$ cat config.mk
export PLATFORM = sky130hd
export DESIGN_NAME = i2c_target_regif
export DESIGN_NICKNAME = d
export VERILOG_FILES = /design/src/rtl/i2c_target_regif.sv
export SDC_FILE = /design/constraint.sdc
export NUM_CORES = 1
export LEC_CHECK = 0
export ABC_AREA = 1
export BUFFER_PORTS_ARGS = -buffer_cell sky130_fd_sc_hd__clkbuf_2
export CAP_MARGIN = 0
export CORE_ASPECT_RATIO = 0.75
export CORE_MARGIN = 2
export CORE_UTILIZATION = 45
export CTS_BUF_LIST = sky130_fd_sc_hd__clkbuf_16
export CTS_CLUSTER_SIZE = 10
export DETAILED_ROUTE_END_ITERATION = 8
export HOLD_SLACK_MARGIN = 0.15
export PLACE_DENSITY = 0.66
export SLEW_MARGIN = 40
export SYNTH_ARGS = -nofsm -noshare
export SYNTH_HDL_FRONTEND = slang
export SYNTH_SLANG_ARGS = --single-unit
export TNS_END_PERCENT = 100
$ cat constraint.sdc
create_clock -name SYSCLK -period 1.5 [get_ports SYSCLK]
set_input_delay 0.225 -clock SYSCLK [delete_from_list [all_inputs] [get_ports SYSCLK]]
set_output_delay 0.225 -clock SYSCLK [all_outputs]
set_load 0.05 [all_outputs]
$ cat src/rtl/i2c_target_regif.sv
// I2C target front end: filtered SCL/SDA, START/STOP/address decode and a byte-wide
// register bus with an auto-incrementing pointer. No clock stretching.
`timescale 1ns/1ps
module i2c_target_regif #(
    parameter logic [6:0]  DEV_ADDR = 7'h40,
    parameter int unsigned FILT_LEN = 3,
    parameter int unsigned HOLD_CYC = 4
) (
    input  logic       SYSCLK,
    input  logic       RESET,
    input  logic       SCL_IN,
    input  logic       SDA_IN,
    output logic       SDA_OE,
    output logic [7:0] REG_ADDR,
    output logic [7:0] REG_WDATA,
    output logic       REG_WR,
    output logic       REG_RD,
    input  logic [7:0] REG_RDATA,
    output logic       BUSY
);

    localparam int unsigned HOLD_W = $clog2(HOLD_CYC + 1);

    typedef enum logic [2:0] {
        ST_IDLE,
        ST_ADDR,
        ST_ADDR_ACK,
        ST_WR_DATA,
        ST_WR_ACK,
        ST_RD_DATA,
        ST_RD_ACK,
        ST_IGNORE
    } state_t;

    // index 0 = SCL, index 1 = SDA
    logic [1:0]      sync1_q, sync1_d, sync2_q, sync2_d;
    logic [1:0]      filt_q, filt_d, prev_q, prev_d;
    logic [1:0][2:0] fcnt_q, fcnt_d;
    logic [HOLD_W-1:0] hold_q, hold_d;

    state_t     state_q, state_d;
    logic [3:0] bit_cnt_q, bit_cnt_d;
    logic [7:0] shift_q, shift_d;
    logic       rw_q, rw_d;
    logic       ack_on_q, ack_on_d;
    logic       ptr_loaded_q, ptr_loaded_d;
    logic       busy_q, busy_d;
    logic       sda_oe_q, sda_oe_d;
    logic [7:0] reg_addr_q, reg_addr_d;
    logic [7:0] reg_wdata_q, reg_wdata_d;
    logic       wr_q, wr_d;
    logic       rd_q, rd_d;
    logic       load_q, load_d;

    logic       scl_f, sda_f, scl_p, sda_p;
    logic       scl_rise, scl_fall, start_det, stop_det, fire;
    logic [7:0] rx_byte;

    // A filtered level flips only after FILT_LEN consecutive differing samples.
    always_comb begin
        sync1_d = {SDA_IN, SCL_IN};
        sync2_d = sync1_q;
        prev_d  = filt_q;
        filt_d  = filt_q;
        fcnt_d  = '0;
        for (int unsigned i = 0; i < 2; i++) begin
            if (sync2_q[i] != filt_q[i]) begin
                if (fcnt_q[i] == 3'(FILT_LEN - 1)) filt_d[i] = sync2_q[i];
                else fcnt_d[i] = fcnt_q[i] + 3'd1;
            end
        end
    end

    always_comb begin
        scl_f     = filt_q[0];
        sda_f     = filt_q[1];
        scl_p     = prev_q[0];
        sda_p     = prev_q[1];
        scl_rise  = scl_f & ~scl_p;
        scl_fall  = ~scl_f & scl_p;
        start_det = scl_f & scl_p & sda_p & ~sda_f;
        stop_det  = scl_f & scl_p & ~sda_p & sda_f;
        fire      = (hold_q == HOLD_W'(1));
        rx_byte   = {shift_q[6:0], sda_f};
    end

    always_comb begin
        state_d      = state_q;
        bit_cnt_d    = bit_cnt_q;
        shift_d      = shift_q;
        rw_d         = rw_q;
        ack_on_d     = ack_on_q;
        ptr_loaded_d = ptr_loaded_q;
        busy_d       = busy_q;
        sda_oe_d     = sda_oe_q;
        reg_addr_d   = reg_addr_q;
        reg_wdata_d  = reg_wdata_q;
        wr_d         = 1'b0;
        rd_d         = 1'b0;
        load_d       = rd_q;
        hold_d       = hold_q;

        if (scl_fall) hold_d = HOLD_W'(HOLD_CYC);
        else if (hold_q != '0) hold_d = hold_q - HOLD_W'(1);

        // pointer bump lands the cycle after the write strobe
        if (wr_q) reg_addr_d = reg_addr_q + 8'd1;
        if (load_q) shift_d = REG_RDATA;

        if (stop_det) begin
            state_d  = ST_IDLE;
            sda_oe_d = 1'b0;
            busy_d   = 1'b0;
            hold_d   = '0;
        end else if (start_det) begin
            state_d      = ST_ADDR;
            bit_cnt_d    = '0;
            ptr_loaded_d = 1'b0;
            sda_oe_d     = 1'b0;
            ack_on_d     = 1'b0;
            hold_d       = '0;
        end else begin
            unique case (state_q)
                ST_ADDR: if (scl_rise) begin
                    shift_d   = rx_byte;
                    bit_cnt_d = bit_cnt_q + 4'd1;
                    if (bit_cnt_q == 4'd7) begin
                        bit_cnt_d = '0;
                        if (rx_byte[7:1] == DEV_ADDR) begin
                            state_d  = ST_ADDR_ACK;
                            busy_d   = 1'b1;
                            rw_d     = rx_byte[0];
                            ack_on_d = 1'b0;
                            rd_d     = rx_byte[0];
                        end else begin
                            state_d = ST_IGNORE;
                            busy_d  = 1'b0;
                        end
                    end
                end
                // first fire (8th fall) drives ACK, second fire (9th fall) leaves
                ST_ADDR_ACK, ST_WR_ACK: if (fire) begin
                    if (!ack_on_q) begin
                        sda_oe_d = 1'b1;
                        ack_on_d = 1'b1;
                    end else begin
                        ack_on_d  = 1'b0;
                        bit_cnt_d = '0;
                        if (state_q == ST_ADDR_ACK && rw_q) begin
                            state_d  = ST_RD_DATA;
                            sda_oe_d = ~shift_q[7];
                        end else begin
                            state_d  = ST_WR_DATA;
                            sda_oe_d = 1'b0;
                        end
                    end
                end
                ST_WR_DATA: if (scl_rise) begin
                    shift_d   = rx_byte;
                    bit_cnt_d = bit_cnt_q + 4'd1;
                    if (bit_cnt_q == 4'd7) begin
                        bit_cnt_d = '0;
                        state_d   = ST_WR_ACK;
                        ack_on_d  = 1'b0;
                        if (!ptr_loaded_q) begin
                            reg_addr_d   = rx_byte;
                            ptr_loaded_d = 1'b1;
                        end else begin
                            reg_wdata_d = rx_byte;
                            wr_d        = 1'b1;
                        end
                    end
                end
                ST_RD_DATA: begin
                    if (scl_rise) begin
                        shift_d   = {shift_q[6:0], 1'b0};
                        bit_cnt_d = bit_cnt_q + 4'd1;
                    end else if (fire) begin
                        if (bit_cnt_q == 4'd8) begin
                            sda_oe_d = 1'b0;
                            state_d  = ST_RD_ACK;
                        end else begin
                            sda_oe_d = ~shift_q[7];
                        end
                    end
                end
                ST_RD_ACK: if (scl_rise) begin
                    if (!sda_f) begin
                        reg_addr_d = reg_addr_q + 8'd1;
                        rd_d       = 1'b1;
                        bit_cnt_d  = '0;
                        state_d    = ST_RD_DATA;
                    end else begin
                        state_d = ST_IGNORE;
                        busy_d  = 1'b0;
                    end
                end
                default: sda_oe_d = 1'b0;
            endcase
        end
    end

    always_ff @(posedge SYSCLK or posedge RESET) begin
        if (RESET) begin
            sync1_q      <= '1;
            sync2_q      <= '1;
            filt_q       <= '1;
            prev_q       <= '1;
            fcnt_q       <= '0;
            hold_q       <= '0;
            state_q      <= ST_IDLE;
            bit_cnt_q    <= '0;
            shift_q      <= '0;
            rw_q         <= 1'b0;
            ack_on_q     <= 1'b0;
            ptr_loaded_q <= 1'b0;
            busy_q       <= 1'b0;
            sda_oe_q     <= 1'b0;
            reg_addr_q   <= '0;
            reg_wdata_q  <= '0;
            wr_q         <= 1'b0;
            rd_q         <= 1'b0;
            load_q       <= 1'b0;
        end else begin
            sync1_q      <= sync1_d;
            sync2_q      <= sync2_d;
            filt_q       <= filt_d;
            prev_q       <= prev_d;
            fcnt_q       <= fcnt_d;
            hold_q       <= hold_d;
            state_q      <= state_d;
            bit_cnt_q    <= bit_cnt_d;
            shift_q      <= shift_d;
            rw_q         <= rw_d;
            ack_on_q     <= ack_on_d;
            ptr_loaded_q <= ptr_loaded_d;
            busy_q       <= busy_d;
            sda_oe_q     <= sda_oe_d;
            reg_addr_q   <= reg_addr_d;
            reg_wdata_q  <= reg_wdata_d;
            wr_q         <= wr_d;
            rd_q         <= rd_d;
            load_q       <= load_d;
        end
    end

    assign SDA_OE    = sda_oe_q;
    assign REG_ADDR  = reg_addr_q;
    assign REG_WDATA = reg_wdata_q;
    assign REG_WR    = wr_q;
    assign REG_RD    = rd_q;
    assign BUSY      = busy_q;

endmodule
# ---- Word level (Yosys, flattened, before mapping)
# Index checks and enable logic that the tools add are counted.
dict set report totals {
  out_inout_bits 20
  word_cells 196
  regBits 56
}
dict set report classes {
  bitwise_logic 14
  reduce_logical 23
  n_addsub 5
  muxes 92
  n_eq_ne 41
}
# cell n
set ops {}
lappend ops {{two-way mux 8 bit} 13}
lappend ops {{two-way mux 3 bit} 22}
lappend ops {{!= test 3 bit, second input constant} 14}
lappend ops {{two-way mux 1 bit} 40}
lappend ops {{!= test 4 bit, second input constant} 10}
lappend ops {{two-way mux 4 bit} 8}
lappend ops {{case mux 8 bit (2 select lines)} 2}
lappend ops {{AND reduction 6 bit} 3}
lappend ops {{case mux 4 bit (4 select lines)} 1}
lappend ops {{AND reduction 8 bit} 2}
lappend ops {{case mux 3 bit (5 select lines)} 1}
lappend ops {{equality test 3 x 2 -> 1 bit, second input constant} 4}
lappend ops {{AND reduction 11 bit} 1}
lappend ops {{equality test 3 bit, second input constant} 3}
lappend ops {{adder 8 x 1 -> 8 bit, second input constant} 1}
lappend ops {{AND reduction 4 bit} 2}
lappend ops {{nonzero test 4 bit} 2}
lappend ops {{bitwise AND 1 bit} 7}
lappend ops {{equality test 7 bit, second input constant} 1}
lappend ops {{NOT 1 bit} 7}
lappend ops {{nonzero test 7 bit} 1}
lappend ops {{adder 3 x 1 -> 3 bit, second input constant} 2}
lappend ops {{equality test 3 x 1 -> 1 bit, second input constant} 2}
lappend ops {{!= test 3 x 1 -> 1 bit, second input constant} 2}
lappend ops {{16 further kinds} 24}

# ---- Logic depth before layout (Yosys ltp)
# Gate-level depths: netlist (run 1).
dict set report depth {
  word_depth 8
  mapped_depth 12
}

# ---- Worst setup path before layout (run 1)
# OpenSTA, ideal clock, no wires.
dict set report synth_path {
  path_kind {register -> register}
  from {register reg_addr_q[0] (netlist: REG_ADDR[0])}
  to {register reg_addr_q[4] (netlist: REG_ADDR[4])}
  t_required_ps 1373
  stages_incl_launch_ff 9
  t_arrival_ps 1542
  n_path_buf 0
  synth_period_minus_slack_ps 1669
  slack_ps -169
  path_cell_list {dfrtp_1 ha_1 nand2_1 nor2_1 xor2_1 nand2_1 nand2_1 o21bai_1 nand3_1}
}
dict set report synth_via {
  elab_chain_len 8
}
# element line
set synth_lines {}
lappend synth_lines {{start: declaration} 49} ;# logic [7:0] reg_addr_q, reg_addr_d;
lappend synth_lines {{start signal: assignment} 239} ;# reg_addr_q <= reg_addr_d;
lappend synth_lines {{adder 8 x 1 -> 8 bit (*)} {107, 189}}
lappend synth_lines {{two-way mux 8 bit} 107} ;# if (wr_q) reg_addr_d = reg_addr_q + 8'd1;
lappend synth_lines {{two-way mux 8 bit} 165} ;# if (!ptr_loaded_q) begin
lappend synth_lines {{two-way mux 8 bit} 161} ;# if (bit_cnt_q == 4'd7) begin
lappend synth_lines {{two-way mux 8 bit} 158} ;# ST_WR_DATA: if (scl_rise) begin
lappend synth_lines {{case mux 8 bit (2 select lines)} 123} ;# unique case (state_q)
lappend synth_lines {{two-way mux 8 bit} 115} ;# end else if (start_det) begin
lappend synth_lines {{two-way mux 8 bit (*)} 110} ;# if (stop_det) begin
lappend synth_lines {{via reg_addr_d[4]} 49}
# Mark *: on every way through the listed nets, which the timed path passes. The rest lies on a longest branch.
# A chain may end at the register's enable or synchronous reset.

# ---- Final worst setup path (run 1)
dict set report layout_path {
  from {register filt_q[1]}
  to {register rd_q (netlist: REG_RD)}
}
dict set report layout_via {
  elab_chain_len 6
}
# element line
set layout_lines {}
lappend layout_lines {{start: declaration} 37} ;# logic [1:0] filt_q, filt_d, prev_q, prev_d;
lappend layout_lines {{start signal: assignment} 227} ;# filt_q <= filt_d;
lappend layout_lines {{two-way mux 1 bit} 129} ;# if (rx_byte[7:1] == DEV_ADDR) begin
lappend layout_lines {{two-way mux 1 bit} 127} ;# if (bit_cnt_q == 4'd7) begin
lappend layout_lines {{two-way mux 1 bit} 124} ;# ST_ADDR: if (scl_rise) begin
lappend layout_lines {{case mux 1 bit (2 select lines)} 123}
lappend layout_lines {{two-way mux 1 bit} 115}
lappend layout_lines {{two-way mux 1 bit (*)} 110}
lappend layout_lines {{via rd_d} 52} ;# logic rd_q, rd_d;
lappend layout_lines {{end signal: assignment} 242} ;# rd_q <= rd_d;
lappend layout_lines {{end: declaration} 52}
# Marked as above.

==> run metrics, run 1 <==
maximum VDD drop=0.00115 V; failing checks=setup timing; GRT overflow=0; Synth area leader=dfrtp_1; post-synthesis cell type count=49; ANT cells=0; final setup vio count=19; worst-margin pin slew=0.434 ns; max-cap violations=0; vias in the first global route=3005; critical path type=flip-flop to flip-flop; slack of the critical path=-0.0975 ns; Area Growth Syn to Fin=37.2%; TritonCTS clock tree=done; Seq cells post-synth=56; Synth Flop Type=dfrtp_1; starting density of the core=47.2%; worst skew pair latency=0.30 ns; Synthesized Nets=464; Switching Share=45.8%; Max-slew headroom=71.1%; Comb power frac=60.6%; CTS buffer count=5; Fill cells=610; deepest clock path buffer count=2; fin cells=647; final hold viol count=0; Sink Count=56; area of the multi-input gates=2100 sq um; number of flops mapped to enable cells by yosys=0; routability congestion estimate=0.899; Synthesis Warnings=0; count of final max-slew check failures=0; CTS root buffer=clkbuf_16; Tmin final=1.60 ns; Yosys top cell area share=34.1%; Syn Std Cell Area=3520 sq um; pin count of the biggest net entering global routing=57; Routed WL=9230 um; Pleak=2.39 nW; Synth Instances=446; CP max FO=4; Via-to-Cell Ratio=5.16; Final nets=563; drt initial violations=284; Die ar.=8560 sq um; quantity of I/O buffers inserted on ports=31; Die Y-Extent=80.6 um; Seq/Total Area, Yosys=40.1%; critical path arrival=1.82 ns; first-pass GRT wire length=14300 um; CP required=1.72 ns; Crit. End Element=flip-flop; Clock Power Share=14.1%; FFs w/ async S/R, synth=100%; IO Pins=32; status=complete, but fails checks; crit start category=flip-flop; ranking of synthesized cells by area=dfrtp_1 34%, nand2_1 12%, dfstp_2 6.0%, inv_1 5.1%, nand3_1 4.7%; unrepaired setup endpoints after global routing=yes; Pwr Density=2000 nW/um^2; Hold WC Path Type=primary input to flip-flop; core box area=7470 sq um; DRC=0; antenna violations before repair=0; Internal Power=5.23 mW; clock skew=0.0104 ns; Max Fclk=626 MHz; WHS=0.265 ns; share of layout cells above drive strength 1=40.7%; Rows=27; via count=3337; Placed Cells=618; WL/cell=14.3 um; post-DP HPWL=6260 um; DRT Pass-1 Iters=5; Net Sw Power=4.42 mW; crit share post-route=106%; H-Tree Depth=2; Routed Antenna Nets=0; GRT Util Overall=20.9%; Clock transition at path regs=0.07 ns; dpl ws=-0.0638 ns; Reg area=1420 sq um; Mapped Avg Cell Area=7.89 sq um; share of power burned in registers=25.3%; die width=106 um
[Yosys cell counts (all sizes together) (2+ instances only)]
cell    count
clkinv      3
nor3        6
nand3      42
xor2        6
buf         7
nor3b       2
inv        57
xnor2       4
nand4       5
nand3b      2
dfstp       8
ha          6
mux2i       2
a21oi      15
o21bai      3
o21ai      46
o211ai      5
dfrtp      48
nand2     132
a31oi       2
nor2       36
[metrics by stage]
step                power, mW  area, sq um  TNS (ns)  util [%]
floorplan                5.94         3540   -0.0649         -
global placement         7.42         4180   -0.0318      56.0
detailed placement       7.53         4180    -0.347      56.0
CTS                      8.98         4430    -0.106      59.4
global route             10.4         4830     -2.26      64.7
finish                   9.65         4830    -0.528      64.7
[placed cells by master, fill, tap and decap left out, drive strengths merged, types with 4 or more instances in the layout]
| cell type | synthesis | final |
|---|---|---|
| nor2 | 36 | 36 |
| xnor2 | 4 | 4 |
| nand3 | 42 | 42 |
| o21ai | 46 | 46 |
| a21oi | 15 | 15 |
| o211ai | 5 | 5 |
| inv | 57 | 58 |
| nand2 | 132 | 134 |
| nand4 | 5 | 5 |
| dfrtp | 48 | 48 |
| xor2 | 6 | 6 |
| nor3 | 6 | 6 |
| clkbuf | 1 | 37 |
| dfstp | 8 | 8 |
| buf | 7 | 63 |
| ha | 6 | 6 |
[layer usage]
| layer | vias up | wire, um | GRT usage, % |
|---|---|---|---|
| met5 | - | 0 | 0 |
| met4 | 0 | 74 | 5.00 |
| met3 | 6 | 476 | 3.65 |
| met2 | 96 | 4180 | 31.2 |
| met1 | 1581 | 4500 | 31.4 |
| li1 | 1654 | - | - |
[state kept, by name, summed over array words and instances (netlist names)]
signal / flops
sync1_q: 2
fcnt_q: 6
sync2_q: 2
state_q: 3
REG_WR: 1
load_q: 1
ack_on_q: 1
filt_q: 2
prev_q: 2
rw_q: 1
REG_RD: 1
hold_q: 3
SDA_OE: 1
ptr_loaded_q: 1
shift_q: 8
BUSY: 1
REG_ADDR: 8
bit_cnt_q: 4
REG_WDATA: 8
[path summary, 6_finish.rpt]
path | startpoint | to | slack (ns) | depth (start not counted)
worst min register to register | sync1_q[0] | sync2_q[0] | 0.36 | 0
min in group asynchronous | RESET | REG_WDATA[6] | 0.54 | 4
max in group asynchronous | RESET | sync1_q[1] | 0.64 | 4
worst max register to register | filt_q[1] | REG_RD | -0.1 | 6
worst min-delay path | REG_RDATA[7] | shift_q[7] | 0.26 | 5
worst max-delay path | filt_q[1] | REG_RD | -0.1 | 6
[power groups by stage]
| stage | clock network, mW | logic, mW | registers, mW |
|---|---|---|---|
| after floorplan | 0 | 3.30 | 2.63 |
| after global placement | 0 | 5.01 | 2.41 |
| after detailed placement | 0 | 5.10 | 2.43 |
| after CTS | 1.38 | 5.19 | 2.40 |
| after global routing | 1.44 | 6.42 | 2.50 |
| final | 1.36 | 5.85 | 2.44 |
[area by class of cell]
class                   count  share of cell area [%]
clock buffers               5                    2.59
clock inverters             3                   0.881
inverters                  60                    5.03
multi-input cells         324                    43.4
flip-flops and latches     56                    29.4
well taps                 101                    2.62
repair buffers             98                    16.0
[worst max-delay path, stage by stage, from the launching register on]
cell     delay, ns
dfstp_2       0.61
inv_2         0.07
buf_4         0.13
buf_4         0.12
buf_4         0.15
nor4_2        0.28
o21a_1        0.18
[cell families (layout without fill, tap and decap cells)]
family | after synthesis | count (layout) | share of synthesized area (%)
compound gates | 77 | 77 | 14.0
buf+inv | 68 | 166 | 8.14
simple gates | 227 | 229 | 32.6
flops | 56 | 56 | 40.1
fa+ha+maj | 6 | 6 | 2.13
xor+xnor | 10 | 10 | 2.49
mux | 2 | 2 | 0.569
[timing repair]
action,CTS,global route
resized for setup,9,69
pin swaps,1,25
hold buffers,3,0
cloned,0,3
setup buffers,3,13
hold endpoints to repair,50,0
setup endpoints to repair,18,36
(Power assumes the default switching activity.)
==> run 2: changes to the inputs <==
- CORE_UTILIZATION: 45 -> 40
- PLACE_DENSITY: 0.66 -> default
- RECOVER_POWER: default -> 50
==> run metrics, run 2 (same netlist as run 1, synthesis figures left out) <==
Fill cells=801 (+31%); CP required=1.68 ns (-0.04 ns); routability congestion estimate=0.888 (-1.3%); die width=112 um (+5.8%); deepest clock path buffer count=2 (unchanged); final hold viol count=0 (unchanged); Sink Count=56 (unchanged); starting density of the core=41.5% (-5.7 points); post-DP HPWL=6470 um (+3.3%); antenna violations before repair=0 (unchanged); unrepaired setup endpoints after global routing=yes; share of layout cells above drive strength 1=36.7% (-4.0 points); slack of the critical path=-0.0638 ns (+0.0337 ns); CTS root buffer=clkbuf_16; IO Pins=32 (unchanged); R2R Setup Slk=-0.06 ns (+0.03 ns); Pleak=2.34 nW (-2.3%); Metal-1 WL=4610 um (+2.5%); CTS buffer count=5 (unchanged); Placed Cells=623 (+0.81%); critical path type=flip-flop to flip-flop; WL/cell=13.8 um (-3.1%); crit start category=flip-flop; Die ar.=9580 sq um (+12%); CP max FO=5 (+1); fin cells=648 (+0.15%); max-cap violations=0 (unchanged); Area Growth Syn to Fin=31.7%; Die Y-Extent=85.3 um (+5.8%); commonest non-fill, non-tap cell in the layout=nand2_1; ANT cells=0 (unchanged); Crit. End Element=flip-flop; Tmin final=1.56 ns (-0.0337 ns); H-Tree Depth=2 (unchanged); Clock transition at path regs=0.08 ns (about the same); count of final max-slew check failures=0 (unchanged); Overall Power=9.36 mW (-3.0%); first-pass GRT wire length=14900 um (+4.0%); GRT Util Overall=19.2% (-1.7 points); vias in the first global route=3035 (+1.0%); worst-margin pin slew=0.485 ns (+0.0514 ns); most frequent cells in the layout=109 x nand2_1, 49 x buf_4, 47 x inv_1; Max Fclk=639 MHz (+2.2%); Via-to-Cell Ratio=4.98 (-3.4%); maximum VDD drop=0.000908 V (-21%); routed wl met3=474 um (-0.42%); crit share post-route=104% (-2.2 points); clock skew=0.0129 ns (+0.00246 ns); GRT overflow=0 (unchanged); Met2 Routed Length=3800 um (-9.1%); Final nets=557 (-1.1%); DRT Pass-1 Iters=5 (unchanged); DRC=0 (unchanged); pin count of the biggest net entering global routing=24 (-58%); Routed WL=8960 um (-2.9%); dpl ws=-0.119 ns (-0.0556 ns); Rows=29 (+7.4%); Routed Antenna Nets=0 (unchanged); status=complete, but fails checks; Max-slew headroom=67.6% (-3.5 points); Pwr Density=2020 nW/um^2 (+1.1%); dpl cell area=4150 sq um (-0.75%); TritonCTS clock tree=done; Hold WC Path Type=primary input to flip-flop; drt initial violations=269 (-5.3%); via count=3227 (-3.3%); core box area=8490 sq um (+14%); finished layout cell area=4640 sq um (-4.0%); critical path arrival=1.74 ns (-0.08 ns); worst skew pair latency=0.30 ns (about the same); failing checks=setup timing; top sig layer=met4; final setup vio count=13 (-6); quantity of I/O buffers inserted on ports=31 (unchanged)
run 2: changes by cell type in the layout (fill, tap and decap cells not counted), sizes merged:
cell      change
buf           -4
bufinv        -1
clkbuf        -1
clkinvlp      +1
nand2         -1
run 2: what timing repair did:
action / 4_1_cts / 5_1_grt
hold buffers: 3 / 0
resized for setup: 11 / 45
setup endpoints to repair: 17 / 36
cloned: 0 / 1
buffers inserted: 4 / 9
pin swaps: 4 / 17
hold endpoints to repair: 17 / 0
run 2: per-layer routing:
metal / vias to the layer above / track usage [%]
met4: 0 / 4.21
met2: 86 / 26.9
met3: 7 / 2.79
met1: 1499 / 31.0
met5: - / 0
li1: 1635 / -
run 2: metrics by stage:
step / hold WS [ns] / TNS [ns] / utilization (%)
floorplan: 0.229 / -0.0649 / -
global placement: 0.254 / -0.333 / 48.9
detailed placement: 0.260 / -0.850 / 48.9
CTS: 0.253 / -0.189 / 51.7
global route: 0.302 / -2.01 / 54.6
finish: 0.258 / -0.276 / 54.6
run 2: critical path: stages, from the launching register on:
cell	delay, ns
dfstp_2	0.56
buf_4	0.12
nand2_4	0.08
buf_6	0.13
nor2_4	0.13
buf_4	0.15
nand2_1	0.05
nand2_1	0.05
o21bai_1	0.10
nand3_1	0.08
run 2: power breakdown:
part / switching [mW] / total (mW) / internal, mW / leakage [nW]
clock network: 0.556 / 1.17 / 0.619 / 0.0754
logic: 3.38 / 5.73 / 2.34 / 1.56
registers: 0.451 / 2.46 / 2.01 / 0.706
run 2: area by class of cell:
cell class | count | area [sq um] | share of cell area [%]
clock buffer | 5 | 125 | 2.70
clock inverter | 3 | 17.5 | 0.378
inverter | 60 | 253 | 5.45
multi-input combinational | 323 | 1980 | 42.8
sequential | 56 | 1420 | 30.7
tap | 108 | 135 | 2.91
timing repair buffer | 93 | 701 | 15.1
run 2: final timing paths:
path                         startpoint          end  cells after the start
min in group asynchronous         RESET  REG_ADDR[4]                      3
hold / removal             REG_RDATA[2]   shift_q[2]                      5
setup reg to reg              filt_q[0]  REG_ADDR[3]                      9
setup / recovery              filt_q[0]  REG_ADDR[3]                      9
max in group asynchronous         RESET    filt_q[0]                      4
hold reg to reg              sync1_q[1]   sync2_q[1]                      0
==> run 3: changes to the inputs <==
- BUFFER_PORTS_ARGS: -buffer_cell sky130_fd_sc_hd__clkbuf_2 -> default
- DONT_BUFFER_PORTS: default -> 1
- SKIP_CTS_REPAIR_TIMING: default -> 1
==> run metrics, run 3 (same netlist as run 1, synthesis figures left out) <==
WL/cell=13.9 um (+0.66%); failing checks=setup timing; critical path type=flip-flop to flip-flop; slack of the critical path=-0.0399 ns (+0.0239 ns); Die ar.=9580 sq um (unchanged); ANT cells=0 (unchanged); final setup vio count=8 (-5); drt initial violations=167 (-38%); fin cells=628 (-3.1%); vias in the first global route=2905 (-4.3%); Routed WL=8740 um (-2.4%); Die Y-Extent=85.3 um (unchanged); quantity of I/O buffers inserted on ports=0 (-100%); Pleak=2.24 nW (-4.3%); dpl ws=-0.0845 ns (+0.0349 ns); post-DP HPWL=6300 um (-2.6%); clock skew=0.00647 ns (-0.00640 ns); Area Growth Syn to Fin=29.0%; via count=3141 (-2.7%); Max-slew headroom=49.0% (-19 points); Crit. End Element=flip-flop; die width=112 um (unchanged); deepest clock path buffer count=2 (unchanged); final hold viol count=0 (unchanged); DRC=0 (unchanged); critical path arrival=1.73 ns (about the same); routed wl met3=479 um (+1.1%); finished layout cell area=4540 sq um (-2.1%); WHS=0.170 ns (-0.0881 ns); count of final max-slew check failures=0 (unchanged); crit start category=flip-flop; maximum VDD drop=0.000866 V (-4.6%); Clock transition at path regs=0.07 ns (about the same); top sig layer=met4; Placed Cells=601 (-3.5%); commonest non-fill, non-tap cell in the layout=nand2_1; IO Pins=32 (unchanged); most frequent cells in the layout=107 x nand2_1, 61 x buf_4, 47 x inv_1; Final nets=537 (-3.6%); Rows=29 (unchanged); routability congestion estimate=0.835 (-5.9%); starting density of the core=41.5% (unchanged); Tmin final=1.54 ns (-0.0239 ns); CP required=1.69 ns (about the same); unrepaired setup endpoints after global routing=yes; TritonCTS clock tree=done; Hold WC Path Type=primary input to flip-flop; worst-margin pin slew=0.764 ns (+0.279 ns); antenna violations before repair=0 (unchanged); core box area=8490 sq um (unchanged); crit share post-route=103% (-1.6 points); H-Tree Depth=2 (unchanged); final core utilization=53.5% (-1.1 points); status=complete, but fails checks; first-pass GRT wire length=14400 um (-3.5%); Fill cells=796 (-0.62%); CP max FO=6 (+1); CTS buffer count=5 (unchanged); Post-Route Setup TNS=-0.216 ns (+0.0604 ns); Routed Antenna Nets=0 (unchanged); worst skew pair latency=0.30 ns (about the same); Met2 Routed Length=3860 um (+1.6%); share of layout cells above drive strength 1=33.8% (-2.8 points); Pwr Density=2040 nW/um^2 (+0.81%); Overall Power=9.24 mW (-1.3%); Max Fclk=649 MHz (+1.6%); DRT Pass-1 Iters=4 (-1); max-cap violations=0 (unchanged); Metal-1 WL=4330 um (-6.2%); CTS root buffer=clkbuf_16; dpl cell area=4070 sq um (-2.1%); GRT Util Overall=18.4% (-0.77 points); Sink Count=56 (unchanged); GRT overflow=0 (unchanged); pin count of the biggest net entering global routing=57 (+140%); Via-to-Cell Ratio=5.00 (+0.43%)
-- run 3: cell count changes in the layout (fill, tap and decap cells not counted), moves of 2 or more --
| cell | before | now |
|---|---|---|
| clkbuf_2 | 31 | 0 |
| buf_4 | 49 | 61 |
| nand2_2 | 13 | 16 |
| a21oi_1 | 10 | 12 |
| buf_12 | 4 | 2 |
| nand2_1 | 109 | 107 |
| nand2_4 | 10 | 8 |
| nand3_2 | 7 | 5 |
| o21ai_0 | 19 | 21 |
| o21ai_2 | 12 | 10 |
-- run 3: layout make-up --
type	count	area, sq um	share of cell area (%)
multi-input combinational	322	1970	43.4
sequential	56	1420	31.3
timing repair buffer	74	628	13.8
inverter	60	240	5.29
tap	108	135	2.98
clock buffer	5	125	2.76
clock inverter	3	17.5	0.386
-- run 3: final timing paths --
kind                       slack (ns)      endpoint  depth (start not counted)          from
hold reg to reg                  0.36    sync2_q[0]                          0    sync1_q[0]
max in group asynchronous        0.28   REG_ADDR[0]                          3         RESET
setup reg to reg                -0.04    state_q[2]                         11     filt_q[0]
min in group asynchronous        0.68  REG_WDATA[3]                          3         RESET
setup / recovery                -0.04    state_q[2]                         11     filt_q[0]
hold / removal                   0.17    shift_q[6]                          4  REG_RDATA[6]
-- run 3: per-layer routing --
metal	GRT usage, %	vias to the layer above
li1	-	1592
met1	27.7	1474
met2	26.9	68
met3	4.93	7
met4	3.44	0
met5	0	-
-- run 3: report_power, final --
part	total [mW]	switching, mW	internal [mW]	leakage, nW
combinational	5.56	3.24	2.32	1.46
clock	1.16	0.546	0.618	0.0754
sequential	2.52	0.508	2.01	0.706
-- run 3: critical path: stages (launching register included) --
cell      delay (ns)
dfstp_2         0.57
nand2_2         0.06
clkinv_2        0.10
nand2_4         0.09
nand2_4         0.10
inv_4           0.04
nand3_4         0.06
nand2_4         0.07
nor2_4          0.14
nand2_2         0.09
nand2_1         0.06
nand2_1         0.05
